File: src/rtl/harp_pkg.sv
// Shared types and constants for the string event detector slice.
package harp_pkg;

    localparam int NUM_STRINGS = 8;
    localparam int EVT_ON_BIT  = 7;
    localparam int EVT_STR_LSB = 0;

    typedef logic [7:0] event_t;

    typedef enum logic {
        STR_OFF = 1'b0,
        STR_ON  = 1'b1
    } string_state_t;

    function automatic event_t make_event(input logic on, input logic [2:0] str);
        event_t e;
        e = '0;
        e[EVT_ON_BIT] = on;
        e[EVT_STR_LSB +: 3] = str;
        return e;
    endfunction

endpackage

File: src/rtl/string_event_detector_if.sv
// Sample input bus and event output bus of the string event detector.
interface string_event_detector_if;
    import harp_pkg::*;

    logic         sample_valid;
    logic [2:0]   sample_string;
    logic [7:0]   sample_value;
    logic         event_pop;
    logic         event_valid;
    event_t       event_data;
    logic [3:0]   event_count;

    modport master (
        output sample_valid, sample_string, sample_value, event_pop,
        input  event_valid, event_data, event_count
    );

    modport slave (
        input  sample_valid, sample_string, sample_value, event_pop,
        output event_valid, event_data, event_count
    );

endinterface

File: src/rtl/string_event_detector_fifo.sv
// Synchronous show-ahead FIFO with occupancy count; output reads zero when empty.
module event_fifo #(
    parameter int WIDTH = 8,
    parameter int DEPTH = 8
) (
    input  logic                     clk,
    input  logic                     reset,
    input  logic                     push,
    input  logic [WIDTH-1:0]         din,
    input  logic                     pop,
    output logic [WIDTH-1:0]         dout,
    output logic [$clog2(DEPTH):0]   count,
    output logic                     full,
    output logic                     empty
);

    localparam int AW = $clog2(DEPTH);

    logic [WIDTH-1:0] mem [DEPTH];
    logic [AW-1:0]    wr_ptr;
    logic [AW-1:0]    rd_ptr;
    logic             do_push;
    logic             do_pop;

    assign empty   = (count == '0);
    assign full    = (count == (AW+1)'(DEPTH));
    assign do_pop  = pop && !empty;
    // When full, a same-cycle pop frees the slot the push lands in.
    assign do_push = push && (!full || do_pop);
    assign dout    = empty ? '0 : mem[rd_ptr];

    always_ff @(posedge clk) begin
        if (reset) begin
            wr_ptr <= '0;
            rd_ptr <= '0;
            count  <= '0;
        end else begin
            if (do_push) wr_ptr <= wr_ptr + 1'b1;
            if (do_pop)  rd_ptr <= rd_ptr + 1'b1;
            if (do_push && !do_pop)
                count <= count + 1'b1;
            else if (!do_push && do_pop)
                count <= count - 1'b1;
        end
    end

    always_ff @(posedge clk) begin
        if (do_push) mem[wr_ptr] <= din;
    end

endmodule

File: src/rtl/string_event_detector.sv
// Per-string hysteresis/debounce detector producing note-on/off events into a FIFO.
module string_event_detector
    import harp_pkg::*;
#(
    parameter int           NUM_STRINGS = harp_pkg::NUM_STRINGS,
    parameter logic [7:0]   ON_THRESH   = 8'd160,
    parameter logic [7:0]   OFF_THRESH  = 8'd120,
    parameter int           DEBOUNCE    = 2,
    parameter int           FIFO_DEPTH  = 8
) (
    input  logic                    clk,
    input  logic                    reset,
    string_event_detector_if.slave  bus,
    output logic [7:0]              string_state,
    output logic                    overflow
);

    localparam logic [2:0] DB = 3'(DEBOUNCE);

    string_state_t state_q [NUM_STRINGS];
    string_state_t state_d [NUM_STRINGS];
    logic [2:0]    cnt_q   [NUM_STRINGS];
    logic [2:0]    cnt_d   [NUM_STRINGS];

    logic          push;
    event_t        push_data;
    logic          fifo_full;
    logic          fifo_empty;
    logic [2:0]    s;
    logic [2:0]    inc;

    always_ff @(posedge clk) begin
        if (reset) begin
            for (int unsigned i = 0; i < NUM_STRINGS; i++) begin
                state_q[i] <= STR_OFF;
                cnt_q[i]   <= '0;
            end
        end else begin
            state_q <= state_d;
            cnt_q   <= cnt_d;
        end
    end

    // Only the addressed string moves; every other entry keeps its value.
    always_comb begin
        state_d   = state_q;
        cnt_d     = cnt_q;
        push      = 1'b0;
        push_data = '0;
        s         = bus.sample_string;
        inc       = cnt_q[s] + 1'b1;
        if (bus.sample_valid) begin
            if (state_q[s] == STR_OFF) begin
                if (bus.sample_value >= ON_THRESH) begin
                    if (inc == DB) begin
                        state_d[s] = STR_ON;
                        cnt_d[s]   = '0;
                        push       = 1'b1;
                        push_data  = make_event(1'b1, s);
                    end else begin
                        cnt_d[s] = inc;
                    end
                end else begin
                    cnt_d[s] = '0;
                end
            end else begin
                if (bus.sample_value <= OFF_THRESH) begin
                    if (inc == DB) begin
                        state_d[s] = STR_OFF;
                        cnt_d[s]   = '0;
                        push       = 1'b1;
                        push_data  = make_event(1'b0, s);
                    end else begin
                        cnt_d[s] = inc;
                    end
                end else begin
                    cnt_d[s] = '0;
                end
            end
        end
    end

    always_comb begin
        string_state = '0;
        for (int unsigned i = 0; i < NUM_STRINGS; i++) begin
            string_state[i] = (state_q[i] == STR_ON);
        end
    end

    event_fifo #(
        .WIDTH (8),
        .DEPTH (FIFO_DEPTH)
    ) u_fifo (
        .clk   (clk),
        .reset (reset),
        .push  (push),
        .din   (push_data),
        .pop   (bus.event_pop),
        .dout  (bus.event_data),
        .count (bus.event_count),
        .full  (fifo_full),
        .empty (fifo_empty)
    );

    assign bus.event_valid = !fifo_empty;

    always_ff @(posedge clk) begin
        if (reset)
            overflow <= 1'b0;
        else if (push && fifo_full && !bus.event_pop)
            overflow <= 1'b1;
    end

endmodule

File: src/flat_wrapper.sv
// flat-port wrapper written by rule: the top's interface ports become plain ports
module string_event_detector_flat import harp_pkg::*;
#(
    parameter int           NUM_STRINGS = harp_pkg::NUM_STRINGS,
    parameter logic [7:0]   ON_THRESH   = 8'd160,
    parameter logic [7:0]   OFF_THRESH  = 8'd120,
    parameter int           DEBOUNCE    = 2,
    parameter int           FIFO_DEPTH  = 8
)
  (clk, reset, string_state, overflow, bus_sample_valid, bus_sample_string, bus_sample_value, bus_event_pop, bus_event_valid, bus_event_data, bus_event_count);
  string_event_detector_if bus_i ();
  input  logic clk;
  input  logic reset;
  output logic [7:0] string_state;
  output logic overflow;
  input wire logic [$bits(bus_i.sample_valid)-1:0] bus_sample_valid;
  input wire logic [$bits(bus_i.sample_string)-1:0] bus_sample_string;
  input wire logic [$bits(bus_i.sample_value)-1:0] bus_sample_value;
  input wire logic [$bits(bus_i.event_pop)-1:0] bus_event_pop;
  output wire logic [$bits(bus_i.event_valid)-1:0] bus_event_valid;
  output wire logic [$bits(bus_i.event_data)-1:0] bus_event_data;
  output wire logic [$bits(bus_i.event_count)-1:0] bus_event_count;
  assign bus_i.sample_valid = bus_sample_valid;
  assign bus_i.sample_string = bus_sample_string;
  assign bus_i.sample_value = bus_sample_value;
  assign bus_i.event_pop = bus_event_pop;
  assign bus_event_valid = bus_i.event_valid;
  assign bus_event_data = bus_i.event_data;
  assign bus_event_count = bus_i.event_count;
  string_event_detector #(.NUM_STRINGS(NUM_STRINGS), .ON_THRESH(ON_THRESH), .OFF_THRESH(OFF_THRESH), .DEBOUNCE(DEBOUNCE), .FIFO_DEPTH(FIFO_DEPTH)) u_core (.clk(clk), .reset(reset), .bus(bus_i), .string_state(string_state), .overflow(overflow));
endmodule
File: config.mk
export PLATFORM = sky130hd
export DESIGN_NAME = string_event_detector_flat
export DESIGN_NICKNAME = d
export VERILOG_FILES = /design/src/rtl/harp_pkg.sv /design/src/rtl/string_event_detector_if.sv /design/src/rtl/string_event_detector_fifo.sv /design/src/rtl/string_event_detector.sv /design/src/flat_wrapper.sv
export SDC_FILE = /design/constraint.sdc
export NUM_CORES = 1
export LEC_CHECK = 0
export ABC_AREA = 1
export BUFFER_PORTS_ARGS = -buffer_cell sky130_fd_sc_hd__buf_2
export CAP_MARGIN = 20
export CORE_UTILIZATION = 40
export CTS_CLUSTER_DIAMETER = 40
export CTS_CLUSTER_SIZE = 12
export DETAILED_ROUTE_END_ITERATION = 16
export GPL_TIMING_DRIVEN = 1
export MAX_ROUTING_LAYER = met4
export PLACE_DENSITY = 0.6
export SLEW_MARGIN = 15
export SYNTH_ARGS = -nofsm -noshare
export SYNTH_HDL_FRONTEND = slang
export SYNTH_SLANG_ARGS = --single-unit
File: constraint.sdc
create_clock -name clk -period 7.2 [get_ports clk]
set_input_delay 1.08 -clock clk [delete_from_list [all_inputs] [get_ports clk]]
set_output_delay 1.08 -clock clk [all_outputs]
set_load 0.02 [all_outputs]
==> flow_metrics.tcl <==
set metrics [dict create \
    outcome "finished, final reports clean" \
    critPathCaptureType "flip-flop" \
    drt_iter0_drc 175 \
    yosys.area.top_type "edfxtp_1" \
    seqPwrFrac 0.451 \
    hold_viol_final 0 \
    grt_start_max_net_pins 31 \
    p_comb_frac 0.260 \
    track_usage 0.197 \
    critPathLaunchType "primary input" \
    ff_latch_area_um2 1880 \
    slew_viol_final 0 \
    synth_most_common_cell "nand2_1" \
    hp-class "flip-flop to flip-flop" \
    power.internal_uw 714 \
    portBuffers 32 \
    reg2regPathDepth 21 \
    synth.yosys.seq_area_share 0.485 \
    insertion_delay_ps 370 \
    initial_utilization 0.416 \
    arrival_ps 4680 \
    fin_crit_sh 0.613 \
    cp.required_ps 7470 \
    htreeDepth 3 \
    drt-vias-per-instance 4.94 \
    drive_above_1_share 0.129 \
    switching_power_uw 438 \
    power_frac_clock 0.289 \
    ff2ff_setup_slack_ps 3760 \
    wl_mm 9.03 \
    numCtsBuffers 9 \
    antenna_found_initial 0 \
    std_cell_rows 35 \
    dp.cells 642 \
    final_area_um2 4280 \
    cap_viol_max_count 0 \
    path_cells "buf_2 > inv_4 > nand2_1 > inv_1 > a22oi_1 > and3_1 > nand4_1 > ha_1 > nand3_2 > nand3_4 > nor2_4 > nand2_1 > inv_2 > ha_1 > inv_1 > ha_1 > nand2_1 > nand2_1 > a21oi_1 > nor2_1 > nor2_1 > nand2_1 > o21ai_0 > a21oi_1" \
    cpMostUsedCell "nand2_1" \
    synth_cell_types 36 \
    n_antenna_cell 0 \
    worst_pin_slew_ps 627 \
    power_density_nw_per_um2 269 \
    final_util 0.459 \
    worstHoldStart "u_core.overflow$_SDFFE_PP0P_" \
    final_cells 658 \
    dp_hpwl_mm 6.43 \
    post_cts_buffers 0 \
    multi_input_area_um2 1650 \
    async_reset_ff_frac 0 \
    synth-seq-cells 78 \
    ys_top_cells_by_area "edfxtp_1 25%, dfxtp_1 24%, nand2_1 12%" \
    synth-edff-count 32 \
    cts_tree "done" \
    coreArea_um2 9330 \
    p_leak_nw 1.75 \
    place.gp.congestion 0.895 \
    timing.rr.end "u_core.u_fifo.count[3]$_SDFFE_PP0P_" \
    fin_ws_ps 2790 \
    grt_overflow 0 \
    timing.fmax_ghz 0.227 \
    clock_sink_count 78 \
    grt_pass1_wl_mm 14.8 \
    clock_path_buffers 2 \
    fin_skew_ps 14.3 \
    root_buffer "clkbuf_8" \
    dieArea_um2 10100 \
    crit_type "primary input to flip-flop" \
    place_area_um2 4080 \
    relSlewSlack 0.579 \
    slowest_stage "nor2_4" \
    setup_viol 0 \
    cts.hold.buffers_added 0 \
    die_h_um 100 \
    avgSynthCellArea_um2 7.78 \
    worstPathMaxFanout 23 \
    holdPathStages 2 \
    synthCells 498 \
    r2r-start "u_core.cnt_q[18]$_SDFFE_PP0P_" \
    nets 547 \
    vdd_ir_drop_max_mv 0.116 \
    synth_area_um2 3880 \
    wl_per_cell_um 13.7 \
    synth_common_cells "126 x nand2_1, 69 x nor2_1, 54 x inv_1, 46 x dfxtp_1, 44 x a21oi_1" \
    rsz0062_at_grt "false" \
    period_minus_slack_ps 4410 \
    tns_ps 0 \
    ys.flop_type "dfxtp_1" \
    drt.antenna.violating_nets 0 \
    nFillCells 927 \
    place_ws_ps 2440 \
    slowest_delay_ps 450 \
    grt_pass1_vias 2932 \
    drc_errors 0 \
    die_w_um 100 \
    switching_share 0.380 \
    first_pass_iters 5 \
    post_cts_resized 0 \
    area_growth_pct 10.4 \
    synth_warnings 0 \
    clk_pin_slew_worst_paths_ps 100 \
    ios 37 \
    min_to "u_core.overflow$_SDFFE_PP0P_" \
    vias 3253 \
    netlist.area_leader.share 0.248 \
]
[layout make-up]
| class | count | share of cell area |
|---|---|---|
| Tap cell | 129 | 0.0377 |
| Sequential cell | 78 | 0.440 |
| Multi-Input combinational cell | 344 | 0.386 |
| Clock inverter | 7 | 0.0167 |
| Clock buffer | 9 | 0.0289 |
| Inverter | 58 | 0.0515 |
| Timing Repair Buffer | 33 | 0.0392 |
[worst max path at each step]
| stage | from | to | slack, ps | cells past startpoint |
|---|---|---|---|---|
| final | bus_sample_string[0] | u_core.u_fifo.count[3]$_SDFFE_PP0P_ | 2790 | 24 |
| after global routing | bus_sample_string[0] | u_core.u_fifo.count[3]$_SDFFE_PP0P_ | 2290 | 24 |
| after CTS | bus_sample_string[0] | u_core.u_fifo.count[3]$_SDFFE_PP0P_ | 2830 | 24 |
| after global placement | bus_sample_string[0] | u_core.u_fifo.count[3]$_SDFFE_PP0P_ | 2590 | 24 |
| after detailed placement | bus_sample_string[0] | u_core.u_fifo.count[3]$_SDFFE_PP0P_ | 2440 | 24 |
| after floorplan | bus_sample_string[0] | u_core.u_fifo.count[3]$_SDFFE_PP0P_ | 3280 | 24 |
[placed cells by master (no fill, tap or decap), drive strengths merged]
cell,n
o21ai,28
nand3b,2
nor2,73
nand3,26
edfxtp,32
clkbuf,9
nor4,2
a21o,1
nand4,9
conb,4
xor2,3
o22ai,4
buf,33
a22oi,2
or2,1
nand2,128
fa,1
inv,63
a31oi,4
and3,1
clkinv,2
a21oi,46
dfxtp,46
nor3,2
ha,7
[layer usage]
metal | routed length, um | track usage | up-vias
met3 | 376 | 0.0390 | 8
met5 | 0 | - | -
met2 | 4110 | 0.296 | 88
li1 | - | - | 1667
met4 | 68 | 0.0535 | 0
met1 | 4480 | 0.273 | 1490
[power groups by stage]
stage	registers (mW)	logic (mW)	clock network, mW
detailed placement	0.530	0.299	0
floorplan	0.521	0.218	0
CTS	0.520	0.300	0.336
global placement	0.531	0.293	0
global route	0.526	0.343	0.353
finish	0.520	0.300	0.333
[logic make-up (layout without fill, tap and decap cells)]
group	Yosys count	count (layout)	synth area share
AOI/OAI and AO/OA	85	85	0.116
xor gates and xnor gates	3	3	0.00678
adders and majority gates	8	8	0.0278
buffers and inverters	79	107	0.0910
DFF	78	78	0.485
other	1	4	0.000967
and+or+nand+nor	244	244	0.272
[per-stage QoR]
step	hold WS, ps	power, mW
2_1_floorplan	433	0.740
3_3_place_gp	445	0.824
3_5_place_dp	449	0.829
4_1_cts	465	1.16
5_1_grt	492	1.22
6_report	466	1.15
[worst max-delay path: cells and delay by family]
family | cells | cell delay (ps)
AOI/OAI and AO/OA | 4 | 540
and+or+nand+nor | 12 | 1610
adders and majority gates | 3 | 680
buffers and inverters | 5 | 740
Power figures use the tool's default switching activity.
